$ cat config.mk
export PLATFORM = sky130hd
export DESIGN_NAME = lab3_input_conditioner
export DESIGN_NICKNAME = d
export VERILOG_FILES = /design/src/rtl/lab3_pkg.sv /design/src/rtl/debounce_cell.sv /design/src/rtl/lab3_input_conditioner.sv
export SDC_FILE = /design/constraint.sdc
export NUM_CORES = 1
export LEC_CHECK = 0
export ABC_AREA = 1
export CORE_ASPECT_RATIO = 0.75
export CORE_MARGIN = 1
export CORE_UTILIZATION = 30
export DETAILED_ROUTE_END_ITERATION = 12
export PLACE_DENSITY = 0.52
export SLEW_MARGIN = 20
export SYNTH_ARGS = -nofsm -noshare
export SYNTH_HDL_FRONTEND = slang
export SYNTH_HIERARCHICAL = 1
export SYNTH_SLANG_ARGS = --single-unit
$ cat constraint.sdc
create_clock -name ADC_CLK_10 -period 1.4 [get_ports ADC_CLK_10]
set_input_delay 0.28 -clock ADC_CLK_10 [delete_from_list [all_inputs] [get_ports ADC_CLK_10]]
set_output_delay 0.28 -clock ADC_CLK_10 [all_outputs]
set_load 0.01 [all_outputs]
$ cat src/rtl/lab3_pkg.sv
// Shared definitions for the Lab 3 input conditioner.
//   - MODE_* : 2-bit lighting mode encodings consumed by the tail-light controller
//   - DEBOUNCE_CYCLES_DEFAULT : 20 ms of stability at 10 MHz
//   - select_mode() : priority encoder from conditioned inputs to a lighting mode
package lab3_pkg;

    localparam int DEBOUNCE_CYCLES_DEFAULT = 200000;

    localparam logic [1:0] MODE_OFF        = 2'b00;
    localparam logic [1:0] MODE_HAZARD     = 2'b01;
    localparam logic [1:0] MODE_TURN_LEFT  = 2'b10;
    localparam logic [1:0] MODE_TURN_RIGHT = 2'b11;

    // Halt wins over everything; hazard (SW0) wins over turn (SW1); any other
    // switch combination on its own lights nothing.
    function automatic logic [1:0] select_mode(
        input logic halt_v,
        input logic any_sw,
        input logic sw_hazard,
        input logic sw_turn,
        input logic turn_left
    );
        logic [1:0] m;
        if (halt_v) begin
            m = MODE_OFF;
        end else if (!any_sw) begin
            m = MODE_OFF;
        end else if (sw_hazard) begin
            m = MODE_HAZARD;
        end else if (sw_turn) begin
            m = turn_left ? MODE_TURN_LEFT : MODE_TURN_RIGHT;
        end else begin
            m = MODE_OFF;
        end
        return m;
    endfunction

endpackage

$ cat src/rtl/debounce_cell.sv
// One-bit synchroniser + debouncer.
//   clk    : system clock
//   rst    : synchronous active-high reset
//   raw    : asynchronous input bit (raw polarity)
//   stable : debounced level (raw polarity), resets to RESET_VAL
// The stable value only follows the synchronised input after it has differed
// for DEBOUNCE_CYCLES consecutive clocks; any agreement restarts the count.
module debounce_cell
    import lab3_pkg::*;
#(
    parameter logic RESET_VAL       = 1'b0,
    parameter int   DEBOUNCE_CYCLES = DEBOUNCE_CYCLES_DEFAULT
) (
    input  logic clk,
    input  logic rst,
    input  logic raw,
    output logic stable
);

    localparam int CNT_W = (DEBOUNCE_CYCLES > 1) ? $clog2(DEBOUNCE_CYCLES) : 1;
    localparam logic [CNT_W-1:0] CNT_MAX = CNT_W'(DEBOUNCE_CYCLES - 1);

    logic             sync1_r;
    logic             sync2_r;
    logic [CNT_W-1:0] cnt_r;

    // Two-flop synchroniser, stability counter and debounced level.
    always_ff @(posedge clk) begin
        if (rst) begin
            sync1_r <= RESET_VAL;
            sync2_r <= RESET_VAL;
            cnt_r   <= CNT_W'(0);
            stable  <= RESET_VAL;
        end else begin
            sync1_r <= raw;
            sync2_r <= sync1_r;
            if (sync2_r != stable) begin
                if (cnt_r == CNT_MAX) begin
                    stable <= sync2_r;
                    cnt_r  <= CNT_W'(0);
                end else begin
                    cnt_r <= cnt_r + CNT_W'(1);
                end
            end else begin
                cnt_r <= CNT_W'(0);
            end
        end
    end

endmodule

$ cat src/rtl/lab3_input_conditioner.sv
// Input conditioner for the Lab 3 tail-light controller.
//   ADC_CLK_10 : 10 MHz system clock
//   rst        : synchronous active-high reset
//   KEY[1:0]   : raw pushbuttons, 0 = pressed
//   SW         : raw slide switches, 1 = on
//   key_level  : debounced key state, 1 = pressed
//   key_press  : one-cycle pulse per debounced press
//   sw_clean   : debounced switch levels
//   halt       : toggles on each KEY0 press
//   turn_dir   : toggles on each KEY1 press (1 = left, 0 = right)
//   mode       : registered lighting mode (see lab3_pkg MODE_*)
module lab3_input_conditioner
    import lab3_pkg::*;
#(
    parameter int DEBOUNCE_CYCLES = DEBOUNCE_CYCLES_DEFAULT,
    parameter int NUM_SW          = 10
) (
    input  logic              ADC_CLK_10,
    input  logic              rst,
    input  logic [1:0]        KEY,
    input  logic [NUM_SW-1:0] SW,
    output logic [1:0]        key_level,
    output logic [1:0]        key_press,
    output logic [NUM_SW-1:0] sw_clean,
    output logic              halt,
    output logic              turn_dir,
    output logic [1:0]        mode
);

    // Keys are debounced in raw polarity (released = 1) so the cells reset to
    // "released"; the inversion to active-high happens on the stable output.
    logic [1:0] key_stable_s;
    logic [1:0] key_level_d_r;

    genvar gi;
    generate
        for (gi = 0; gi < 2; gi++) begin : g_key
            debounce_cell #(
                .RESET_VAL       (1'b1),
                .DEBOUNCE_CYCLES (DEBOUNCE_CYCLES)
            ) u_key (
                .clk    (ADC_CLK_10),
                .rst    (rst),
                .raw    (KEY[gi]),
                .stable (key_stable_s[gi])
            );
        end
        for (gi = 0; gi < NUM_SW; gi++) begin : g_sw
            debounce_cell #(
                .RESET_VAL       (1'b0),
                .DEBOUNCE_CYCLES (DEBOUNCE_CYCLES)
            ) u_sw (
                .clk    (ADC_CLK_10),
                .rst    (rst),
                .raw    (SW[gi]),
                .stable (sw_clean[gi])
            );
        end
    endgenerate

    assign key_level = ~key_stable_s;

    // Rising-edge detect on the debounced keys, toggle state and mode encoding.
    always_ff @(posedge ADC_CLK_10) begin
        if (rst) begin
            key_level_d_r <= 2'b00;
            key_press     <= 2'b00;
            halt          <= 1'b0;
            turn_dir      <= 1'b0;
            mode          <= MODE_OFF;
        end else begin
            key_level_d_r <= key_level;
            key_press     <= key_level & ~key_level_d_r;
            halt          <= halt ^ key_press[0];
            turn_dir      <= turn_dir ^ key_press[1];
            mode          <= select_mode(halt, |sw_clean, sw_clean[0], sw_clean[1], turn_dir);
        end
    end

endmodule

# After elaboration in Yosys (flattened, before gate mapping)
# Cells that the tools add are included.
totals:
  elab_cells: 139
  input_bits: 14
  regBits: 260
  out_inout_bits: 18
classes:
  bitwise: 19
  n_reduce_logical: 27
  n_addsub: 12
  muxes: 3
  n_eq_ne: 24
op_table:
  columns: ["operator", "n"]
  rows:
  - ["18-bit by 1-bit adder with 18-bit output (second input constant)", 12]
  - ["18-bit == test (second input constant)", 12]
  - ["3-bit OR reduction", 13]
  - ["2-bit AND reduction", 12]
  - ["1-bit inverter", 14]
  - ["1-bit inequality test", 12]
  - ["10-bit OR reduction", 1]
  - ["5-bit OR reduction", 1]
  - ["2-bit inverter", 2]
  - ["1-bit two-way mux", 3]
  - ["2-bit bitwise AND", 1]
  - ["1-bit XOR", 2]

# Logic depth before layout (Yosys ltp)
logic_depth:
  depth_word: 3
  ltp_mapped: 9
  depth_no_buf: 8

# Hierarchy
# The synthesis kept the hierarchy.
by_module_without_submodules:
  columns: ["module", "seq_area_each_um2", "cells_each", "instances", "area_per_inst_um2"]
  rows:
  - ["debounce_cell at g_sw[0].u_sw ...", 420.4, 136, 9, 999.7]
  - ["debounce_cell at g_key[0].u_key ...", 420.4, 132, 2, 979.7]
  - ["debounce_cell at g_sw[9].u_sw", 420.4, 145, 1, 1003.5]
  - ["lab3_input_conditioner", 160.2, 33, 1, 286.5]

# Worst setup path before layout
# OpenSTA, ideal clock, no wires.
synth_path:
  path_kind: "flip-flop to flip-flop"
  start: "register g_key[0].u_key.cnt_r[0]"
  end: "register g_key[0].u_key.cnt_r[13]"
  required_time_ns: 1.286
  setup_slack_ns: 0.046
  synth_period_minus_slack_ns: 1.354
  stages_incl_launch_ff: 8
  n_path_buf: 1
  setup_ns: 0.114
  t_arrival_ns: 1.240
  cell_sequence: "dfxtp_1 > ha_1 > nand3_2 > nor2_1 > nand2_2 > nand2_4 > buf_6 > nor2_1"
synth_between:
  elab_chain_cells: 2
  elab_cells_between_ends: 3
  cone_classes: "add/sub (1); eq/ne (1); reduce/logical (1)"
synth_rtl:
  columns: ["element", "line_no", "source"]
  rows:
  - ["start, declared", "debounce_cell.sv:25", "logic [CNT_W-1:0] cnt_r;"]
  - ["start signal, assigned", "debounce_cell.sv:42", "cnt_r <= cnt_r + CNT_W'(1);"]
  - ["parallel branches: the longest is 2 deep, another holds 18-bit by 1-bit adder with 18-bit output", null, null]
# Several ways; the timed one is not identified.
# A chain may end at the register's enable or synchronous reset.

# Final worst setup path
layout_path:
  start: "register g_sw[6].u_sw.cnt_r[1]"
  end: "register g_sw[6].u_sw.cnt_r[10]"
layout_between:
  elab_chain_cells: 2
  elab_cells_between_ends: 3
  cone_classes: "add/sub (1); eq/ne (1); reduce/logical (1)"
layout_rtl:
  columns: ["element", "line_no"]
  rows:
  - ["start, declared", "debounce_cell.sv:25"]
  - ["start signal, assigned", "debounce_cell.sv:42"]
  - ["parallel branches: the longest is 2 deep, another holds 18-bit by 1-bit adder with 18-bit output", null]
# Several ways; the timed one is not identified.

==> impl_metrics.py <==
metrics = {
    "status": {
        "status": "finished clean",
    },
    "clocking": {
        "cts_sinks": 260,
        "htreeDepth": 1,
        "clock_latency_ps": 560,
        "clockRootBuffer": "clkbuf_16",
        "clkTransAtPathRegs_ps": 60,
        "cts_inserted_buffers": 28,
        "cts_hold_buf": 0,
        "clock_path_buffers": 3,
        "cts_tree": "built",
    },
    "drt": {
        "drt_wl_total_um": 26400,
        "viasPerCell": 4.43,
        "first_pass_iters": 5,
        "drt_iter0_drc": 473,
        "dr_total_vias": 10400,
        "postRouteAntennaNets": 0,
        "drc": 0,
        "wl_per_cell_um": 11.3,
    },
    "setup_path": {
        "cp.depth": 6,
        "critPathSlowestCell": "dfxtp_1",
        "rr_worst_depth": 6,
        "worstPathCellList": "ha_2 -> nand3_4 -> nor2_4 -> nand2_2 -> or2_0 -> a21oi_1",
        "cp_top_family": "simple AND/OR/NAND/NOR gates",
        "critPathCaptureType": "flop",
        "crit_buf_inv": 0,
        "critPathMaxFanout": 4,
        "cp.arrival_ps": 1830,
        "path_class": "flop to flop",
        "slowest_delay_ps": 350,
        "critPathLaunchType": "flop",
        "cp.required_ps": 1880,
    },
    "sta": {
        "fmaxAchievable_mhz": 741,
        "rsz0062_at_grt": "true",
        "min_period_over_period_pct": 96.5,
        "timing.setup.tns_ps": 0,
        "slew_headroom_pct": 69.3,
        "drv_slew": 0,
        "skew_ps": 17.6,
        "setup_viol": 0,
        "period_needed_ps": 1350,
        "final_hold_viol_count": 0,
        "worst_slew_pin_slew_ps": 457,
    },
    "pwr": {
        "total_power_uw": 15900,
        "p_leak_uw": 0.00462,
        "pwr_density_cell_mw_per_mm2": 1060,
        "peakVddDrop_mv": 0.910,
    },
    "logic_synthesis": {
        "ys_top_cells_by_count": "nor2_1, nand2_1, dfxtp_1",
        "syn_inst": 1666,
        "synth-edff-count": 0,
        "synth.ff_latch_count": 260,
        "ys_types": 29,
        "synthArstFlopShare_pct": 0,
        "yosysSeqAreaShare_pct": 42.5,
        "avgSynthCellArea_um2": 7.35,
        "synth_warnings": 6,
        "syn-cell-area_mm2": 0.0122,
        "synthesis.nets": 1692,
        "synthTopCellsByArea": "dfxtp_1, nor2_1, nand2_1",
        "netlist.area_leader.share_pct": 42.5,
        "yosys_most_used_dff": "dfxtp_1",
        "synth_top_area_cell": "dfxtp_1",
        "synth_most_common_cell": "nor2_1",
    },
    "global_routing": {
        "grtUsageTotal_pct": 12.2,
        "grt_remaining_overflow": 0,
        "first_global_vias": 9261,
        "grt_first_pass_wirelength_um": 43400,
        "antenna_found_initial": 0,
        "grt_start_max_net_pins": 29,
    },
    "die": {
        "core_area_mm2": 0.0399,
        "rows": 63,
        "die_y_um": 177,
        "start_util_pct": 30.7,
        "dieArea_mm2": 0.0416,
        "num_io_pins": 32,
        "die_w_um": 235,
    },
    "final_layout": {
        "fin_nets": 1820,
        "area_delta_synth_final_pct": 22.6,
        "diodes": 0,
        "num-fill-cells": 4186,
        "drive_gt1_share_pct": 18.6,
    },
    "place": {
        "io_buffers": 31,
        "post-dp-hpwl_um": 17900,
        "routabilityCongestion": 0.818,
    },
    "worst_hold_path": {
        "whs_path_depth": 3,
        "hold_path_class": "input pin to flop",
    },
    "flow_run": {
        "drv_cap": 0,
    },
}
[worst paths after layout]
path                                                        from                                end  slack (ps)
worst max-delay path            g_sw[6].u_sw/cnt_r[1]$_SDFF_PP0_  g_sw[6].u_sw/cnt_r[10]$_SDFF_PP0_          50
worst min register to register       key_level_d_r[0]$_SDFF_PP0_            key_press[0]$_SDFF_PP0_         390
worst min-delay path                                         rst        key_level_d_r[0]$_SDFF_PP0_         160
worst max register to register  g_sw[6].u_sw/cnt_r[1]$_SDFF_PP0_  g_sw[6].u_sw/cnt_r[10]$_SDFF_PP0_          50
[metrics by stage]
step | instance area, µm² | util, % | setup slack (ps) | instances | hold WS (ps)
CTS | 14500 | 36.3 | 0.0164 | 2314 | 138
finish | 15000 | 37.6 | 49.7 | 2335 | 163
floorplan | 12200 | - | 45.9 | 1666 | 351
global placement | 13500 | 33.8 | 18.0 | 2259 | 377
detailed placement | 13500 | 33.8 | -13.0 | 2259 | 378
global route | 15000 | 37.6 | -17.5 | 2335 | 160
[logic make-up (layout without fill, tap and decap cells)]
logic type               after synthesis  count (layout)  synth area share [%]
AO/OA/AOI/OAI                        109             109                  4.47
buffers and inverters                124             260                  4.63
adder cells (fa/ha/maj)               12              12                  1.23
XOR/XNOR                             118             118                  8.44
flip-flops                           260             260                  42.5
AND/OR/NAND/NOR                     1043            1056                  38.7
[final cells by class]
| cell class | instances | area [µm²] | share of cell area, % |
|---|---|---|---|
| Sequential cell | 260 | 5250 | 35.0 |
| Clock inverter | 13 | 199 | 1.33 |
| Tap cell | 520 | 651 | 4.33 |
| Multi-Input combinational cell | 1295 | 6930 | 46.2 |
| Timing Repair Buffer | 98 | 743 | 4.95 |
| Inverter | 111 | 417 | 2.78 |
| Clock buffer | 38 | 820 | 5.46 |
[registers in the layout, indices dropped and copies added (netlist names)]
| signal | count |
|---|---|
| g_sw.u_sw/stable | 10 |
| turn_dir | 1 |
| key_level_d_r | 2 |
| g_sw.u_sw/cnt_r | 180 |
| g_key.u_key/cnt_r | 36 |
| mode | 2 |
| g_sw.u_sw/sync1_r | 10 |
| key_press | 2 |
| g_key.u_key/sync2_r | 2 |
| halt | 1 |
| g_key.u_key/stable | 2 |
| g_key.u_key/sync1_r | 2 |
| g_sw.u_sw/sync2_r | 10 |
[tightest hold or removal path, stage by stage]
cell and delay, ps:
buf_2 140, buf_12 160, nor2_1 90
[metal layers]
layer	vias up	part of all wire, %	track usage, %
li1	5527	-	-
met1	4621	54	17.9
met2	169	39	18.0
met3	35	5.0	2.59
met4	0	2.0	3.02
met5	-	0	0
[placed cells by master, fill, tap and decap left out, types with 9 or more instances in the layout]
cell type	Yosys	final
nor2_1	417	396
nand2_1	360	352
dfxtp_1	260	226
inv_1	111	111
a21oi_1	83	82
nand3_1	77	74
buf_4	0	65
xnor2_1	59	59
xor2_1	59	59
nor2_2	23	38
nand2_2	26	32
dfxtp_2	0	32
clkbuf_16	0	29
nand4_1	24	24
nand2_4	12	23
or2_0	24	23
buf_2	0	19
o21ai_0	25	17
nor2_4	11	17
nor3_1	16	16
or2_2	16	16
clkdlybuf4s50_1	0	12
nand3_4	9	11
nor3_2	11	11
nand3b_1	11	11
ha_4	0	9
[what timing repair did]
action | CTS | global route
pin swaps | 1 | 23
resized for setup | 88 | 111
setup buffers | 3 | 9
endpoints found under the setup margin | 35 | 221
gates cloned | 1 | 12
[where the power goes]
part / total [µW] / switching [µW] / internal (µW)
clock network: 8140 / 3140 / 5010
registers: 7460 / 23.1 / 7440
logic: 259 / 149 / 111
Power figures use the tool's default switching activity.
